$ cat src/rtl/pipeline_hazard_ctrl.sv
// Central hazard/stall sequencer for the 5-stage core: data-hazard and branch detection,
// data-memory wait FSM with watchdog, and saturating stall/flush performance counters.
module pipeline_hazard_ctrl #(
  parameter int REG_W   = 4,
  parameter int CNT_W   = 16,
  parameter int TIMEOUT = 255
) (
  input  logic             clk,
  input  logic             rst,
  input  logic [REG_W-1:0] id_src1,
  input  logic             id_use_src1,
  input  logic [REG_W-1:0] id_src2,
  input  logic             id_two_src,
  input  logic [REG_W-1:0] exe_dest,
  input  logic             exe_wb_en,
  input  logic             exe_mem_read,
  input  logic [REG_W-1:0] mem_dest,
  input  logic             mem_wb_en,
  input  logic             fwd_en,
  input  logic             branch_taken,
  input  logic             mem_req,
  input  logic             mem_ready,
  input  logic             clr_cnt,
  output logic             pc_freeze,
  output logic             if_freeze,
  output logic             if_flush,
  output logic             id_flush,
  output logic             back_freeze,
  output logic             mem_state,
  output logic             mem_timeout,
  output logic [CNT_W-1:0] stall_count,
  output logic [CNT_W-1:0] flush_count
);

  localparam int WAIT_W = $clog2(TIMEOUT + 1);

  typedef enum logic {
    ST_IDLE = 1'b0,
    ST_WAIT = 1'b1
  } mem_state_e;

  mem_state_e              state_r;
  mem_state_e              state_nxt_s;
  logic [WAIT_W-1:0]       wait_cnt_r;
  logic [WAIT_W-1:0]       wait_cnt_nxt_s;
  logic                    timeout_set_s;
  logic                    timeout_r;
  logic [CNT_W-1:0]        stall_cnt_r;
  logic [CNT_W-1:0]        flush_cnt_r;
  logic                    exe_haz_s;
  logic                    mem_haz_s;
  logic                    data_haz_s;
  logic                    mem_wait_s;

  function automatic logic src_hit(input logic use_src, input logic [REG_W-1:0] src,
                                   input logic [REG_W-1:0] dest);
    return use_src & (src == dest);
  endfunction

  function automatic logic [CNT_W-1:0] sat_inc(input logic [CNT_W-1:0] val);
    if (val == {CNT_W{1'b1}}) begin
      return val;
    end else begin
      return val + CNT_W'(1);
    end
  endfunction

  // Hazard detection against the EXE and MEM destinations
  always_comb begin
    exe_haz_s  = 1'b0;
    mem_haz_s  = 1'b0;
    data_haz_s = 1'b0;
    mem_wait_s = mem_req & ~mem_ready;
    exe_haz_s  = exe_wb_en & (src_hit(id_use_src1, id_src1, exe_dest) |
                              src_hit(id_two_src,  id_src2, exe_dest));
    mem_haz_s  = mem_wb_en & (src_hit(id_use_src1, id_src1, mem_dest) |
                              src_hit(id_two_src,  id_src2, mem_dest));
    // With forwarding only a load result is too late for the consumer
    if (fwd_en) begin
      data_haz_s = exe_haz_s & exe_mem_read;
    end else begin
      data_haz_s = exe_haz_s | mem_haz_s;
    end
  end

  // Prioritised pipeline controls: memory wait > taken branch > data hazard
  always_comb begin
    pc_freeze   = 1'b0;
    if_freeze   = 1'b0;
    if_flush    = 1'b0;
    id_flush    = 1'b0;
    back_freeze = 1'b0;
    if (mem_wait_s) begin
      pc_freeze   = 1'b1;
      if_freeze   = 1'b1;
      back_freeze = 1'b1;
    end else if (branch_taken) begin
      if_flush = 1'b1;
      id_flush = 1'b1;
    end else if (data_haz_s) begin
      pc_freeze = 1'b1;
      if_freeze = 1'b1;
      id_flush  = 1'b1;
    end else begin
      pc_freeze = 1'b0;
    end
  end

  // Memory FSM next state and watchdog counter next value
  always_comb begin
    state_nxt_s    = state_r;
    wait_cnt_nxt_s = {WAIT_W{1'b0}};
    timeout_set_s  = 1'b0;
    case (state_r)
      ST_IDLE: begin
        if (mem_wait_s) begin
          state_nxt_s = ST_WAIT;
        end else begin
          state_nxt_s = ST_IDLE;
        end
      end
      ST_WAIT: begin
        if (mem_wait_s) begin
          state_nxt_s = ST_WAIT;
          // Counter stops at TIMEOUT; the flag is raised on the cycle it gets there
          if (wait_cnt_r >= WAIT_W'(TIMEOUT - 1)) begin
            wait_cnt_nxt_s = WAIT_W'(TIMEOUT);
            timeout_set_s  = 1'b1;
          end else begin
            wait_cnt_nxt_s = wait_cnt_r + WAIT_W'(1);
          end
        end else begin
          state_nxt_s = ST_IDLE;
        end
      end
      default: begin
        state_nxt_s = ST_IDLE;
      end
    endcase
  end

  // FSM state and watchdog registers
  always_ff @(posedge clk or posedge rst) begin
    if (rst) begin
      state_r    <= ST_IDLE;
      wait_cnt_r <= {WAIT_W{1'b0}};
    end else begin
      state_r    <= state_nxt_s;
      wait_cnt_r <= wait_cnt_nxt_s;
    end
  end

  // Sticky timeout flag, cleared only by reset or clr_cnt
  always_ff @(posedge clk or posedge rst) begin
    if (rst) begin
      timeout_r <= 1'b0;
    end else if (clr_cnt) begin
      timeout_r <= 1'b0;
    end else if (timeout_set_s) begin
      timeout_r <= 1'b1;
    end
  end

  // Saturating performance counters; clear wins over increment
  always_ff @(posedge clk or posedge rst) begin
    if (rst) begin
      stall_cnt_r <= {CNT_W{1'b0}};
      flush_cnt_r <= {CNT_W{1'b0}};
    end else if (clr_cnt) begin
      stall_cnt_r <= {CNT_W{1'b0}};
      flush_cnt_r <= {CNT_W{1'b0}};
    end else begin
      if (pc_freeze) begin
        stall_cnt_r <= sat_inc(stall_cnt_r);
      end
      if (if_flush) begin
        flush_cnt_r <= sat_inc(flush_cnt_r);
      end
    end
  end

  assign mem_state   = state_r;
  assign mem_timeout = timeout_r;
  assign stall_count = stall_cnt_r;
  assign flush_count = flush_cnt_r;

endmodule

$ cat config.mk
export PLATFORM = sky130hd
export DESIGN_NAME = pipeline_hazard_ctrl
export DESIGN_NICKNAME = d
export VERILOG_FILES = /design/src/rtl/pipeline_hazard_ctrl.sv
export SDC_FILE = /design/constraint.sdc
export NUM_CORES = 1
export LEC_CHECK = 0
export ABC_AREA = 1
export CAP_MARGIN = 0
export CORE_MARGIN = 1
export CORE_UTILIZATION = 55
export DETAILED_ROUTE_END_ITERATION = 7
export DONT_BUFFER_PORTS = 1
export PLACE_DENSITY = 0.8
export RECOVER_POWER = 100
export SLEW_MARGIN = 25
export SYNTH_ARGS = -nofsm -noshare
export SYNTH_HDL_FRONTEND = slang
export SYNTH_SLANG_ARGS = --single-unit
$ cat constraint.sdc
create_clock -name clk -period 1.43 [get_ports clk]
set_clock_uncertainty 0.05 [all_clocks]
set_input_delay 0.2145 -clock clk [delete_from_list [all_inputs] [get_ports clk]]
set_output_delay 0.2145 -clock clk [all_outputs]
set_load 0.01 [all_outputs]
======== After elaboration in Yosys (flattened, before gate mapping) ========
Index checks and enable logic that the tools add are counted.
Widths: inputs -> output; s select.
storage, ports and cells
  bits in writable memories ............... 0
  memories kept ........................... 0
  flip-flop bits (word level) ............. 42
  output and inout bits ................... 39
  input port bits ......................... 28
  memory bits (read-only) ................. 0
  bits in latches ......................... 0
operators by class
  bitwise operators ....................... 12
  multiply operators ...................... 0
  divide/modulo/power cells ............... 0
  shifts and indexed selects .............. 0
  equal/unequal tests ..................... 8
  add/sub/neg operators ................... 3
  reductions and logical operators ........ 5
  mux-type cells .......................... 23
  order comparisons ....................... 1
operators by type and width
  operator               count
  $mux 16                6
  $add 16x1->16 const B  2
  $eq 16x16->1 const B   2
  $mux 8                 3
  $eq 4x4->1             4
  $mux 1                 14
  $add 8x1->8 const B    1
  $and 1x1->1            8
  $ge 8x8->1 const B     1
  $reduce_bool 2->1      3
  $ne 2x2->1 const B     2
  $reduce_and 2->1       2
  $or 1x1->1             3
  $not 1->1              1

======== Depth between registers and ports, before layout ========
  depth after elaboration ................. 11
  depth in mapped cells ................... 14
  depth with buffers taken out ............ 13

======== Least setup slack after synthesis ========
No wires, ideal clock.
  path kind ............................... flip-flop to flip-flop
  from .................................... reg stall_cnt_r[0], in the netlist stall_count[0]
  to ...................................... reg stall_cnt_r[9], in the netlist stall_count[9]
  arrival time ............................ 1494 ps
  path buffers ............................ 1
  period minus slack after synthesis ...... 1662 ps
  library setup time ...................... 117 ps
  data required time ...................... 1263 ps
  stages on the path, launching flop included .. 10
  slack ................................... -232 ps
  cells stage by stage .................... dfrtp_1 > ha_1 > nand2_1 > inv_1 > nand3_2 > nor3_4 > nand3_4 > buf_2 > nand3_1 > nand2_1
between the ends
  cells in the longest elaborated chain, start to end .. 4
  elaborated cells between the ends (all ways) .. 7
RTL lines
  what                    line  source
  start, declared         48    logic [CNT_W-1:0] stall_cnt_r;
  start signal, assigned  167   stall_cnt_r <= {CNT_W{1'b0}};
  start signal, assigned  170   stall_cnt_r <= {CNT_W{1'b0}};
  start signal, assigned  174   stall_cnt_r <= sat_inc(stall_cnt_r);
  $add 16x1->16           64    return val + CNT_W'(1);
  $mux 16                 61    if (val == {CNT_W{1'b1}}) begin
  $mux 16                 173   if (pc_freeze) begin
  $mux 16                 169   end else if (clr_cnt) begin
Parallel ways exist; a longest one is shown, timed or not. The select of a mux whose other input is x is not followed.
A chain may end at the register's enable or synchronous reset.

======== Worst setup path after layout ========
  from .................................... reg stall_cnt_r[0], in the netlist stall_count[0]
  to ...................................... reg stall_cnt_r[5], in the netlist stall_count[5]
The elaborated chain is that of the path after synthesis.

==> reports/metrics.csv <==
stage,metric,value,unit
run_status,outcome,"finished, violations left",
run_status,violated checks,negative setup slack,
logic_synthesis,Syn. warnings,0,
cts,Root Driver,clkbuf_8,
grt,GR Util All Layers,31.29,%
finish,Area Growth Syn to Fin,46.33,%
setup_path,CP arrival,2.08,ns
floorplanning,core area,4817,um^2
timing,min setup slack post-route,-0.4634,ns
finish,Inserted Diodes,0,
drt,post-DR vias/cell,5.866,
cts,H-tree depth,2,
place,port buffer count,0,
finish,Final Util,84.99,%
cts,TritonCTS clock tree,built,
logic_synthesis,Yosys cell types,35,
timing,fmax,528.2,MHz
min_path,Min-Delay Path Class,in2reg,
place,DP Worst Slack,-0.2306,ns
drt,drt wl/cell,17.77,um
cts,CTS buffer count,5,
power_and_ir_drop,PD cells,671.6,nW/um^2
finish,"commonest non-fill, non-tap cell in the layout",nand2_1,
logic_synthesis,post-synthesis sequential area ratio,37.57,%
floorplanning,die area,5376,um^2
finish,post-route cell area,4094,um^2
power_and_ir_drop,Leak Pwr,0.002055,uW
cts,latest clock arrival within the worst-skew pair,0.30,ns
timing,Final TNS setup,-7.884,ns
timing,Max Slew Vio Count,0,
timing,setup violators final,34,
place,placed inst area,3473,um^2
drt,Antenna Violating Nets Remaining,0,
grt,grt ovf,0,
place,gpl congestion,0.8693,
grt,first-pass GRT wire length,12940,um
floorplanning,starting density of the core,58.08,%
drt,First-pass DRT Iterations,6,
finish,"commonest cells after routing, fill and taps aside","nand2_1 (89), buf_4 (65), inv_1 (51), nor2_1 (42), dfrtp_1 (40)",
cts,"CTS clk-pin slew, worst paths",0.09,ns
timing,Worst slew margin,61.35,%
cts,CTS Sinks,42,
timing,fin crit share,132.4,%
finish,fillers,283,
setup_path,Worst setup SP type,flop,
setup_path,Critical Path RT,1.61,ns
setup_path,Crit Path Max Fanout,4,
logic_synthesis,synthesized area,2798,um^2
grt,initial antenna violation count,0,
drt,1st-iter DRT viols,254,
timing,Slew @ Worst Pin,0.5798,ns
floorplanning,I/O pin count,67,
run,max_cap viols,0,
floorplanning,Rows,25,
logic_synthesis,syn_nets,424,
logic_synthesis,#FFs+latches synth,42,
drt,Via Count,3244,
timing,final count of hold timing violations,0,
logic_synthesis,Post-Synthesis Cells,392,
place,Post-DP HPWL,5284,um
drt,DRC,0,
floorplanning,Die Height,73.32,um
setup_path,Setup crit end kind,flop,
finish,Final Net Count,517,
grt,vias in the first global route,2895,
power_and_ir_drop,peak supply drop,0.0003656,V
floorplanning,Die Wd,73.32,um
logic_synthesis,Synth area leaders,"dfrtp_1 (38%), nand2_1 (13%), inv_1 (7.8%)",
logic_synthesis,Yosys top cell by area,dfrtp_1,
grt,largest net degree at the start of global routing,43,
timing,fin crit period,1.893,ns
logic_synthesis,post-synth top area share,37.57,%
timing,RSZ-0062 raised after global routing,true,
cts,Clock Tree Buf Depth,2,
logic_synthesis,mean area per synthesized cell,7.137,um^2
drt,final wirelength,9828,um
setup_path,Setup Crit Path Kind,reg2reg,
finish,share of cells above drive strength 1,34.16,%
-- kinds of logic (layout without fill, tap and decap cells) --
logic type	after synthesis	count (layout)	share of synthesized area, %
AO/OA/AOI/OAI	38	38	8.006
XOR/XNOR	21	21	6.574
adder cells (fa/ha/maj)	4	4	1.789
buffers and inverters	66	160	9.570
flip-flops	42	42	37.57
AND/OR/NAND/NOR	221	221	36.49
-- flip-flops by register name, summed over array words and instances (netlist names) --
register     count
wait_cnt_r       8
mem_timeout      1
flush_count     16
mem_state        1
stall_count     16
-- worst max-delay path, stage by stage, from the launching register on --
cell     delay [ns]
dfrtp_1        0.39
buf_4          0.16
nand3_1        0.19
nor2_1         0.25
nand2_1        0.15
buf_4          0.17
xor2_1         0.17
nand4_1        0.16
nand2_1        0.14
-- cells in the mapped netlist --
cell type	n
nand4_2	1
clkbuf_1	2
o22ai_1	2
inv_1	58
a21boi_0	1
nor3_4	1
o21a_1	4
o21ai_0	13
nand4_1	15
nand3_4	1
xnor2_1	7
nand2_4	1
buf_6	1
a21oi_1	11
nand2_1	100
inv_2	1
o21bai_1	1
o31ai_1	3
nor2_2	2
nor2_1	47
ha_1	4
nor3b_1	3
nor3_1	11
nand3_1	34
o21ai_2	1
buf_2	1
nor4_1	1
dfrtp_1	42
buf_4	2
a21oi_2	1
a31oi_1	1
clkbuf_4	1
nor4_4	1
xor2_1	14
nand3_2	3
-- repair_timing --
action,in CTS,in global routing
pin swaps,18,32
endpoints found under the setup margin,36,40
buffers inserted,8,8
hold buffers,2,0
gates resized for setup,31,61
hold endpoints to repair,47,0
gates cloned,0,1
-- power by group --
part | switching [uW] | internal (uW)
Sequential | 23.2 | 1200
Clock | 468 | 700
Combinational | 205 | 150
Total | 697 | 2050
-- metrics by stage --
step	std cells	hold WS, ns	total power, uW
after floorplan	392	0.3326	1416
after global placement	527	0.1335	1507
after detailed placement	527	0.1374	1515
after CTS	545	0.009315	2674
after global routing	553	0.001197	2822
final	553	0.003003	2749
-- routing by layer --
layer	wire length, um	global-route usage (%)
met3	841	7.133
met5	0	0
met2	4969	53.50
met4	244	11.11
met1	3773	38.79
-- layout make-up --
class | instances | area, um^2 | share of cell area [%]
Multi-Input combinational cell | 284 | 1827 | 44.62
Sequential cell | 42 | 1054 | 25.73
Timing Repair Buffer | 93 | 768.2 | 18.77
Inverter | 59 | 224.0 | 5.471
Tap cell | 67 | 83.83 | 2.048
Clock buffer | 5 | 68.82 | 1.681
Clock inverter | 3 | 68.82 | 1.681
-- final timing paths --
kind	start	to	slack, ns	depth (start not counted)
max in group asynchronous	rst	flush_count[6]$_DFFE_PP0P_	0.43	3
min in group asynchronous	rst	stall_count[0]$_DFFE_PP0P_	0.48	3
min	clr_cnt	flush_count[5]$_DFFE_PP0P_	0.003	2
min reg2reg	stall_count[2]$_DFFE_PP0P_	stall_count[2]$_DFFE_PP0P_	0.52	2
max reg2reg	stall_count[0]$_DFFE_PP0P_	stall_count[5]$_DFFE_PP0P_	-0.46	8
max	stall_count[0]$_DFFE_PP0P_	stall_count[5]$_DFFE_PP0P_	-0.46	8
(Power assumes the default switching activity.)
